**src/rtl/mem_request_ctrl.sv**
```systemverilog
// Data-memory request stage: alignment check, bus request/ack handshake,
// store lane steering and hand-off of the raw read word downstream.
module mem_request_ctrl #(
   parameter int unsigned TIMEOUT = 16,
   parameter int unsigned CNT_W   = 5
) (
   input  logic        clk,
   input  logic        rst,
   input  logic        reqValid,
   input  logic [1:0]  memOp,
   input  logic [1:0]  memSize,
   input  logic [31:0] aluIn,
   input  logic [31:0] storeData,
   output logic        stall,
   output logic        memReq,
   output logic        memWe,
   output logic [31:0] memAddr,
   output logic [31:0] memWdata,
   output logic [3:0]  memWstrb,
   input  logic        memAck,
   input  logic [31:0] memRdata,
   output logic [31:0] memOut,
   output logic [31:0] addrOut,
   output logic [1:0]  memSizeOut,
   output logic [1:0]  memOpOut,
   output logic        requestDone,
   output logic        misalignFault,
   output logic        busFault
);

   typedef enum logic [1:0] {
      IDLE,
      REQ,
      DONE,
      FAULT
   } state_t;

   localparam int unsigned TO_M1 = (TIMEOUT == 0) ? 0 : TIMEOUT - 1;
   localparam logic [CNT_W-1:0] TO_LAST = CNT_W'(TO_M1);

   state_t           state_q;
   logic [CNT_W-1:0] cnt_q;
   logic             misalign_q;
   logic             we_q;
   logic [31:0]      addr_q;
   logic [31:0]      wdata_q;
   logic [3:0]       wstrb_q;
   logic [31:0]      out_q;
   logic [31:0]      addr_out_q;
   logic [1:0]       size_q;
   logic [1:0]       op_q;

   logic             active_d;
   logic             bad_d;
   logic             accept_d;
   logic             timeout_d;
   logic [31:0]      wdata_d;
   logic [3:0]       wstrb_d;

   // Alignment check, store lane steering and acceptance decode
   always_comb begin
      bad_d   = 1'b0;
      wdata_d = 32'h0;
      wstrb_d = 4'b0000;
      unique case (memSize)
         2'b00: bad_d = 1'b0;
         2'b01: bad_d = aluIn[0];
         2'b10: bad_d = |aluIn[1:0];
         2'b11: bad_d = 1'b1;
      endcase
      if (memOp == 2'b11) begin
         unique case (memSize)
            2'b00: begin
               wdata_d = {24'h0, storeData[7:0]} << {aluIn[1:0], 3'b000};
               wstrb_d = 4'b0001 << aluIn[1:0];
            end
            2'b01: begin
               wdata_d = {16'h0, storeData[15:0]} << {aluIn[1:0], 3'b000};
               wstrb_d = 4'b0011 << aluIn[1:0];
            end
            2'b10: begin
               wdata_d = storeData;
               wstrb_d = 4'b1111;
            end
            2'b11: begin
               wdata_d = 32'h0;
               wstrb_d = 4'b0000;
            end
         endcase
      end
      active_d  = (state_q == IDLE) && reqValid && (memOp != 2'b00);
      accept_d  = active_d && !bad_d;
      timeout_d = (TIMEOUT != 0) && (cnt_q == TO_LAST);
   end

   // Pipeline hold: accepting cycle plus every cycle spent waiting on the bus
   always_comb begin
      stall = accept_d || (state_q == REQ);
   end

   // Request FSM with latched bus and hand-off registers
   always_ff @(posedge clk or posedge rst) begin
      if (rst) begin
         state_q    <= IDLE;
         cnt_q      <= '0;
         misalign_q <= 1'b0;
         we_q       <= 1'b0;
         addr_q     <= 32'h0;
         wdata_q    <= 32'h0;
         wstrb_q    <= 4'b0000;
         out_q      <= 32'h0;
         addr_out_q <= 32'h0;
         size_q     <= 2'b00;
         op_q       <= 2'b00;
      end else begin
         misalign_q <= 1'b0;
         unique case (state_q)
            IDLE: begin
               if (active_d && bad_d) begin
                  misalign_q <= 1'b1;
               end else if (accept_d) begin
                  state_q    <= REQ;
                  cnt_q      <= '0;
                  we_q       <= (memOp == 2'b11);
                  addr_q     <= {aluIn[31:2], 2'b00};
                  wdata_q    <= wdata_d;
                  wstrb_q    <= wstrb_d;
                  addr_out_q <= aluIn;
                  size_q     <= memSize;
                  op_q       <= memOp;
               end
            end
            REQ: begin
               if (memAck) begin
                  if (!we_q) begin
                     out_q <= memRdata;
                  end
                  state_q <= DONE;
               end else if (timeout_d) begin
                  state_q <= FAULT;
               end else begin
                  cnt_q <= cnt_q + 1'b1;
               end
            end
            DONE: begin
               state_q <= IDLE;
            end
            FAULT: begin
               state_q <= IDLE;
            end
         endcase
      end
   end

   // Output decode from registered state
   always_comb begin
      memReq        = (state_q == REQ);
      requestDone   = (state_q == DONE);
      busFault      = (state_q == FAULT);
      misalignFault = misalign_q;
      memWe         = we_q;
      memAddr       = addr_q;
      memWdata      = wdata_q;
      memWstrb      = wstrb_q;
      memOut        = out_q;
      addrOut       = addr_out_q;
      memSizeOut    = size_q;
      memOpOut      = op_q;
   end

endmodule

```
**config.mk**
```make
export PLATFORM = sky130hd
export DESIGN_NAME = mem_request_ctrl
export DESIGN_NICKNAME = d
export VERILOG_FILES = /design/src/rtl/mem_request_ctrl.sv
export SDC_FILE = /design/constraint.sdc
export NUM_CORES = 1
export LEC_CHECK = 0
export CORE_MARGIN = 1.5
export CORE_UTILIZATION = 31
export DETAILED_ROUTE_END_ITERATION = 7
export PLACE_DENSITY_LB_ADDON = 0.15
export SETUP_SLACK_MARGIN = 0.4
export SYNTH_ARGS = -nofsm -noshare
export SYNTH_HDL_FRONTEND = slang
export SYNTH_SLANG_ARGS = --single-unit
```
**constraint.sdc**
```tcl
create_clock -name clk -period 9.2 [get_ports clk]
set_input_delay 0.92 -clock clk [delete_from_list [all_inputs] [get_ports clk]]
set_output_delay 0.92 -clock clk [all_outputs]
set_load 0.03 [all_outputs]
```
Word level (Yosys, flattened, before mapping)
Cells that the tools add are included.

Word-level logic and storage cells: 64. Output and inout bits: 142. Input bits: 104. Register bits after elaboration: 143.

Muxes and demuxes: 17. $add $sub $neg: 1. Reduce and logical (&&, ||, !) cells: 16. Eq/ne operators: 13. Shifts and indexed selects: 4. Bitwise operators: 2.

Operators with widths (number): $pmux W32 S4 (1); $mux W32 (1); $shl A16 B5 Y32 (1); $shl A8 B5 Y32 (1); $mux W5 (4); $pmux W4 S4 (1); $eq A2 B2 Y1 const B (5); $pmux W5 S2 (1); $reduce_and A3 Y1 (3); $mux W2 (4); $ne A2 B2 Y1 const B (4); $pmux W2 S3 (1); $add A5 B1 Y5 const B (1); $eq A5 B4 Y1 const B (1); $reduce_and A5 Y1 (1); $eq A2 B1 Y1 const B (2); $logic_and A1 B1 Y1 (4); $logic_not A2 Y1 (2); $mux W4 (1); $pmux W1 S4 (1); $reduce_bool A2 Y1 (2); $reduce_or A2 Y1 (2); $shl A1 B2 Y4 const A (1); $shl A2 B2 Y4 const A (1); 5 further kinds (7).

Logic depth before layout (Yosys ltp)
Gate-level depths: netlist (run 1).

Word-level depth: 7. Mapped depth: 7. Gate-level depth less buffers: 7.

Least setup slack after synthesis (run 1)
Ideal clock, no wire load.

Path kind: input-to-output. Start: in aluIn[0]. End: out stall. Required time: 8.280 ns. Arrival: 1.897 ns. Slack: 6.383 ns. Stages on the path: 6. Buffers on the path: 3. Cells stage by stage: buf_2 > o21ai_0 > nand4b_1 > buf_2 > buf_2 > nand2_1.

Cells in the longest elaborated chain, start to end: 5.

RTL lines: start: declaration (line 12) `input logic [31:0] aluIn,`; $reduce_or A2 Y1 (line 68) `2'b10: bad_d = |aluIn[1:0];`; $pmux W1 S4 (*) (line 65) `unique case (memSize)`; $logic_not A1 Y1 (*) (line 92) `accept_d = active_d && !bad_d;`; $logic_and A1 B1 Y1 (*) (line 92); $logic_or A1 B1 Y1 (*) (line 98) `stall = accept_d || (state_q == REQ);`; end: declaration (line 14) `output logic stall,`.

Every way passes the cells marked *; elsewhere a longest branch is shown, timed or not.

Worst setup path after layout (run 1)
Same ends and word-level chain as after synthesis.

==> run summary, run 1 <==
Max H-tree Level: 4
Dominant cell type by area after synthesis: dfrtp_1
Worst path max stage delay: 700 ps
Min setup slack post-route: 5250 ps
IO Port Bufs: 243
R2R depth: 7
#FFs+latches synth: 113
Clk_lat worst skew: 400 ps
Max-cap viol count: 0
Num CTS Buffers: 17
DP Worst Slack: 5220 ps
Vias: 3853
Hold path start: memWdata[20]
Sequential share of the synthesized area: 57.0%
Placeable Area: 15800 um^2
Synth unique cells: 36
Initial Utilization: 31.5%
Area growth from synthesis to layout: 60.5%
CP Cell Sequence: clkdlybuf4s50_1 -> o21ai_0 -> nand4b_1 -> nand2_1 -> clkdlybuf4s50_1
WL/cell: 16.2 um
Outcome: completed
Gpl congestion: 0.801
# Post-CTS Setup Buffers: 0
Overflow after GRT: 0
CTS clock-pin slew for the worst setup and hold paths: 50 ps
Chip Height: 130 um
Pin count of the biggest net entering global routing: 87
First-pass GRT wire length: 20700 um
Antenna Nets Post-Route: 0
Post-layout net count: 715
Multi-input gate area: 1770 um^2
RSZ-0062 raised after global routing: no
Placed instance area: 7340 um^2
Die X: 130 um
Vias per cell: 4.60
Fin crit share: 42.9%
Critical path peak fanout: 17
R2R Path Start: cnt_q[0]
Commonest non-fill, non-tap cell in the layout: clkdlybuf4s50_1
Max-slew violations: 0
Final Hold Fails: 0
FF/Latch Area: 2830 um^2
Clock skew: 5.81 ps
Worst r2r dst: cnt_q[3]
Syn Inst Count: 399
Die Area: 16800 um^2
Root Buffer: clkbuf_16
Sink Count: 113
Post-CTS resize count: 0
Post-cts hold buffer count: 0
Endpoint class of the critical path: output port
Final Cell Area: 7960 um^2
Crit path DAT: 3030 ps
Inserted Diodes: 0
CTS tree: yes
Fill count: 1429
Layout cells sized above 1: 17.7%
Dpl hpwl: 9960 um
Syn Std Cell Area: 4960 um^2
Vias in the first global route: 3893
I/O pins: 246
Slew Limit Headroom: 25.4%
Crit start category: input pin
Worst Max-Slew Pin Slew: 1120 ps
Setup-failing EPs final: 0
Maximum clock frequency: 0.253 GHz
Initial antenna violation count: 0
Ys Warns: 0
Most frequent cells in the layout: 243 x clkdlybuf4s50_1, 113 x dfrtp_1, 68 x mux2_2, 33 x nand2_1, 24 x o21ai_0
Final core occ: 50.5%
Rows: 46
DRT Wirelength: 13600 um
Synth area leaders: dfrtp_1 57%, mux2_2 15%, buf_4 5.4%, a22o_1 2.8%, nand2_1 2.5%
Setup TNS Final: 0 ps
Req. time, crit path: 8280 ps
Drt first pass iters: 4
Mean post-synth cell area: 12.4 um^2
Hold path cells: 2
Worst min-delay path class: reg -> reg
Crit path top cell by count: clkdlybuf4s50_1
Gr usage total: 16.3%
PD cells: 305 nW/um^2
Worst-case clock buffer depth: 2
Worst IR drop on VDD: 147 uV
DRT iter0 DRCs: 195
Minimum clock period: 3950 ps
Crit Path Class: in -> out
Leak: 3.28 nW
Critical-path top delay cell: clkdlybuf4s50_1
FF-to-FF setup slack: 7010 ps
DRC: 0
Worst hold endpoint: memWdata[20]
Synth top area share: 57.0%
==> critical path: cells and delay by family <==
family | cells | cell delay (ps)
simple gates | 2 | 360
compound gates | 1 | 360
buf+inv | 2 | 1390
==> cells by family (layout without fill, tap and decap cells) <==
| logic type | Yosys count | in the layout | synth area share (%) |
|---|---|---|---|
| and+or+nand+nor | 69 | 69 | 7.14 |
| AOI/OAI and AO/OA | 84 | 84 | 12.0 |
| xor gates and xnor gates | 2 | 2 | 0.353 |
| DFF | 113 | 113 | 57.0 |
| muxes | 68 | 68 | 15.4 |
| buffers and inverters | 60 | 282 | 7.56 |
| adders and majority gates | 2 | 2 | 0.504 |
| other | 1 | 2 | 0.0756 |
==> power breakdown <==
group,internal [W],switching (W)
combinational,0.000460,0.000551
sequential,0.000644,0.0000887
clock,0.000465,0.000219
total,0.00157,0.000860
==> routing by layer <==
metal / global-route usage [%] / share of wire, %
met2: 24.6 / 46
met1: 20.7 / 43
met3: 6.03 / 9.3
met5: 0 / 0
met4: 7.91 / 1.7
==> worst max-delay path by stage <==
stage / startpoint / endpoint / slack [ps] / cells past startpoint
floorplan: rst / addrOut[0] / 5290 / 1
global placement: aluIn[0] / stall / 5270 / 5
detailed placement: aluIn[0] / stall / 5220 / 5
CTS: aluIn[0] / stall / 5230 / 5
global route: aluIn[0] / stall / 5060 / 5
finish: aluIn[0] / stall / 5250 / 5
==> cells in the mapped netlist <==
cell type,n
nand3b_1,1
nand2b_1,4
a2111oi_4,1
buf_2,12
nor3b_2,3
nor4b_1,1
a21o_2,1
ha_1,2
dfrtp_1,113
buf_1,1
a211oi_1,1
nand2_1,33
conb_1,1
nor2b_1,4
a22oi_1,16
nor2_1,10
nand3_2,1
o21ai_0,24
and2b_1,1
mux2_2,68
buf_4,36
a22o_1,16
or2b_1,1
a31o_2,1
o21ai_1,6
and3_1,1
nand4b_1,1
a32o_1,8
and2_1,4
inv_1,3
a21oi_1,10
xnor2_1,2
clkbuf_1,8
nand4_1,1
nand3_1,2
nor3b_1,1
==> layout make-up <==
| cell class | instances | area share [%] |
|---|---|---|
| clock buffer | 21 | 5.78 |
| tap | 216 | 3.39 |
| sequential | 113 | 35.5 |
| multi-input combinational | 227 | 22.2 |
| inverter | 3 | 0.173 |
| timing repair buffer | 247 | 30.9 |
| clock inverter | 11 | 2.01 |
==> metrics by stage <==
step | total power [W] | hold WS [ps] | instances
after floorplan | 0.00135 | 476 | 400
after global placement | 0.00175 | 466 | 806
after detailed placement | 0.00176 | 471 | 806
after CTS | 0.00246 | 483 | 838
after global routing | 0.00254 | 513 | 838
final | 0.00243 | 479 | 838
==> registers in the layout (all words and copies together) (netlist names) <==
register / flops
addrOut: 32
memOut: 32
memWdata: 32
cnt_q: 5
memWstrb: 4
memOpOut: 2
memSizeOut: 2
state_q: 2
memWe: 1
misalignFault: 1
No activity file was read; power rests on OpenSTA's default activity.
==> run 2: changes to the inputs <==
==> constraint.sdc (replaced) <==
create_clock -name clk -period 4.05 [get_ports clk]
set_input_delay 0.405 -clock clk [delete_from_list [all_inputs] [get_ports clk]]
set_output_delay 0.405 -clock clk [all_outputs]
set_load 0.03 [all_outputs]
==> run 2 against run 1 <==
  * Worst hold slack worse by 4.0 ps
  * Cell count up 0.36%
  * Core utilization rose by 0.11 points
  * Register-to-register slack got worse by 5100 ps
  * First-iteration DRC count fell by 33%
  * Non-clock buffer count grew 3
  * Sequential cell count unchanged
  * Routed wire length down 1.4%
  * Clock skew rose by 2.8 ps
  * Highest routed layer unchanged
==> run summary, run 2 (synthesis results as in run 1) <==
Initial antenna violation count: 0
Crit path DAT: 2360 ps
R2R Path Start: cnt_q[0]
Post-CTS resize count: 0
Worst IR drop on VDD: 263 uV
Die X: 130 um
Layout cells sized above 1: 18.2%
Max-slew violations: 0
Max H-tree Level: 4
IO Port Bufs: 243
Drt first pass iters: 5
Antenna Nets Post-Route: 0
Inserted Diodes: 0
Hold path cells: 2
Fin crit share: 68.3%
PD cells: 688 nW/um^2
Final Hold Fails: 0
Dpl hpwl: 9860 um
Req. time, crit path: 3640 ps
WHS: 475 ps
CTS tree: yes
Outcome: completed
Pin count of the biggest net entering global routing: 81
Overflow after GRT: 0
WL/cell: 16.0 um
FF-to-FF setup slack: 1930 ps
Most frequent cells in the layout: 243 x clkdlybuf4s50_1, 113 x dfrtp_1, 68 x mux2_2, 33 x nand2_1, 24 x o21ai_0
Hold path start: memWdata[25]
R2R depth: 7
CP Cell Sequence: clkdlybuf4s50_1 -> o21ai_0 -> nand4b_1 -> nand2_1 -> clkdlybuf4s50_1
Worst r2r dst: cnt_q[3]
I/O pins: 246
Gpl congestion: 0.849
Critical path's top delay family: buffers and inverters
Endpoint class of the critical path: output port
Commonest non-fill, non-tap cell in the layout: clkdlybuf4s50_1
Root Buffer: clkbuf_16
Clk_lat worst skew: 410 ps
DRC: 0
Worst min-delay path class: reg -> reg
Leak: 3.30 nW
Chip Height: 130 um
Vias: 3882
Maximum clock frequency: 0.362 GHz
Clock skew: 8.65 ps
Setup-failing EPs final: 0
Initial Utilization: 31.5%
Critical-path top delay cell: clkdlybuf4s50_1
Critical path peak fanout: 12
Die Area: 16800 um^2
RSZ-0062 raised after global routing: no
# Post-CTS Setup Buffers: 0
Post-cts hold buffer count: 0
Worst Max-Slew Pin Slew: 965 ps
Post-layout net count: 718
DRT Wirelength: 13400 um
Slew Limit Headroom: 35.7%
Worst hold endpoint: memWdata[25]
Crit Path Class: in -> out
Vias in the first global route: 3936
Gr usage total: 16.2%
Area growth from synthesis to layout: 60.8%
Setup TNS Final: 0 ps
Worst path max stage delay: 740 ps
Max-cap viol count: 0
First-pass GRT wire length: 20700 um
Crit path top cell by count: clkdlybuf4s50_1
Crit start category: input pin
Crit path buf inv count: 2
Minimum clock period: 2760 ps
Worst-case clock buffer depth: 2
Num CTS Buffers: 17
Sink Count: 113
Rows: 46
Placeable Area: 15800 um^2
Vias per cell: 4.62
DRT iter0 DRCs: 131
CTS clock-pin slew for the worst setup and hold paths: 50 ps
## run 2: cell types whose count changed in the layout (fill, tap and decap cells not counted)
cell	delta
buf_4	+3
bufinv_16	-1
clkbuf_1	-1
clkbuf_8	+2
clkinv_4	+1
clkinvlp_4	-1
## run 2: layout make-up
type | count | area, um^2
clock buffer | 22 | 484
clock inverter | 10 | 131
fill | 1437 | 7790
inverter | 3 | 13.8
multi-input combinational | 227 | 1770
sequential | 113 | 2830
tap | 216 | 270
timing repair buffer | 250 | 2480
## run 2: worst max path at each step
stage	from	end	slack, ps	cells after the start
finish	memSize[1]	stall	1290	5
global route	memSize[1]	stall	1120	5
CTS	memSize[1]	stall	1260	5
detailed placement	memSize[1]	addrOut[30]	1160	5
global placement	memSize[1]	addrOut[21]	1270	5
floorplan	rst	addrOut[0]	660	1
## run 2: metal layers
layer | track usage [%] | part of all wire (%) | up-vias
li1 | - | - | 1812
met5 | 0 | 0 | -
met2 | 25.3 | 46 | 185
met4 | 6.34 | 1.5 | 0
met3 | 6.73 | 10 | 18
met1 | 20.0 | 42 | 1867
## run 2: worst register-to-register path, cell delays in order (launching register included)
cell and delay [ps]:
dfrtp_1 410, ha_1 220, and3_1 180, ha_1 190
nor4b_1 540, nand4_1 180, xnor2_1 150, and2_1 150
## run 2: per-stage QoR
stage	total power [W]	utilization, %	instances	cell area, um^2	worst slack, ps
CTS	0.00557	50.6	841	7980	1260
global placement	0.00397	46.7	809	7370	1270
finish	0.00549	50.6	841	7980	1290
floorplan	0.00306	-	400	4970	658
global route	0.00574	50.6	841	7980	1120
detailed placement	0.00401	46.7	809	7370	1160
## run 2: power breakdown
part           internal (W)  switching [W]
clock network       0.00103       0.000504
registers           0.00146       0.000199
logic               0.00105        0.00125
==> RTL edit: new RTL, config.mk and constraints of run 1 <==
`TIMEOUT`: 16 -> 8.
--- a/src/rtl/mem_request_ctrl.sv
+++ b/src/rtl/mem_request_ctrl.sv
@@ -2,5 +2,5 @@
 // store lane steering and hand-off of the raw read word downstream.
 module mem_request_ctrl #(
-   parameter int unsigned TIMEOUT = 16,
+   parameter int unsigned TIMEOUT = 8,
    parameter int unsigned CNT_W   = 5
 ) (
Check against the original RTL: no difference found for any inputs over 4 cycles, from zero or initial values and one cycle with rst high; that may be too few to reach the edited logic, so the function may still have changed.
==> RTL edit against run 1 <==
Total power is 0.65% lower. Final area increased by 0.39%. Routed wire length increased by 2.9%. Area after synthesis grew 1.9%. Sequential cell count unchanged. Worst setup slack lost 0.20 ns. Utilization shrank 0.17 points. Non-clock buffer count rose by 1. Highest routed layer unchanged.
==> RTL edit: results <==
export IMPL_grt_pass1_wl_mm=21.1
export IMPL_dp_hpwl_mm=10.0
export IMPL_dr_wl_met3_mm=1.22
export IMPL_wl_met2_mm=6.85
export IMPL_reg2reg_depth=4
export IMPL_holdCritStartpoint="memWstrb[0]$_DFFE_PP0P_"
export IMPL_post_drt_wl_per_cell_um=17.2
export IMPL_p_switching_uw=874
export IMPL_grt_pass1_vias=3966
export IMPL_synth_commonest_cells="dfrtp_1, mux2_2, buf_4"
export IMPL_critPathMaxStageDelay_ns=0.76
export IMPL_dpl_worst_slack_ns=5.07
export IMPL_synth_distinct_cells=44
export IMPL_reg2reg_from="state_q[0]$_DFFE_PP0P_"
export IMPL_wl_met1_mm=5.80
export IMPL_holdPathEnd="memWstrb[0]$_DFFE_PP0P_"
export IMPL_layout_nets=691
export IMPL_layout_drive_gt1_share_pct=19.2
export IMPL_status="complete, no violations"
export IMPL_dr_first_iter_drc_count=158
export IMPL_crit_path_max_fanout=18
export IMPL_ys_seq_area_share_pct=55.9
export IMPL_r2r_end="addrOut[7]$_DFFE_PP0P_"
export IMPL_grt_max_degree=84
export IMPL_hold_path_depth=1
export IMPL_max_slew_worst_pin_slew_ns=1.18
export IMPL_r2r_slack_ns=6.90
export IMPL_peakVddDrop_mv=0.240
export IMPL_vias_per_cell=4.70
export IMPL_power_leakage_uw=0.00327
export IMPL_ys_top_cells_by_area="dfrtp_1, mux2_2, buf_4"
export IMPL_skew_ns=0.00470
-- RTL edit: cell count changes after synthesis, sizes merged, moves of 3 or more --
cell / run 1 / this run
a32o: 8 / 0
nand2: 33 / 7
and2: 4 / 1
a22o: 16 / 24
o21ai: 30 / 8
o2bb2ai: 0 / 27
nand2b: 4 / 1
-- RTL edit: worst max-delay path by stage --
stage                              to  slack (ns)  depth (start not counted)
2_1_floorplan  addrOut[0]$_DFFE_PP0P_        5.29                          1
6_report                        stall        5.05                          6
5_1_grt                         stall        4.91                          6
3_5_place_dp                    stall        5.07                          6
4_1_cts                         stall        5.05                          6
3_3_place_gp                    stall        5.07                          6
-- RTL edit: power groups by stage --
| stage | Combinational (uW) | Clock [uW] | Sequential [uW] |
|---|---|---|---|
| 2_1_floorplan | 340 | 0 | 1020 |
| 3_3_place_gp | 1020 | 0 | 739 |
| 3_5_place_dp | 1030 | 0 | 747 |
| 4_1_cts | 1030 | 671 | 742 |
| 5_1_grt | 1070 | 695 | 761 |
| 6_report | 1020 | 654 | 738 |
-- RTL edit: logic make-up (layout without fill, tap and decap cells) --
group	count (synthesis)	after routing	share of synthesized area, %
DFF	113	113	55.9
and+or+nand+nor	37	37	4.48
muxes	69	69	15.3
adders and majority gates	1	1	0.247
buffers and inverters	60	284	8.24
xor gates and xnor gates	2	2	0.346
AOI/OAI and AO/OA	91	91	15.4
other	1	2	0.0741
-- RTL edit: per-layer routing --
| layer | global-route usage [%] | up-vias |
|---|---|---|
| li1 | - | 1766 |
| met3 | 6.88 | 13 |
| met1 | 19.6 | 1902 |
| met5 | 0 | - |
| met4 | 5.30 | 0 |
| met2 | 27.1 | 149 |
-- RTL edit: layout make-up --
cell class                      instances  area [um^2]
Sequential cell                       113         2830
Clock buffer                           20          447
Clock inverter                         12          140
Timing Repair Buffer                  248         2470
Inverter                                4         17.5
Fill cell                            1440         7890
Tap cell                              216          270
Multi-Input combinational cell        202         1820
-- RTL edit: worst reg2reg max path, delay by kind of cell (launching register included) --
kind | cells | cell delay [ns]
and+or+nand+nor | 2 | 1.13
DFF | 1 | 0.44
muxes | 1 | 0.44
AOI/OAI and AO/OA | 1 | 0.18
-- RTL edit: stage by stage --
step,cells,hold WS [ns]
floorplan,375,0.472
global placement,783,0.467
detailed placement,783,0.467
CTS,815,0.478
global route,815,0.503
finish,815,0.473
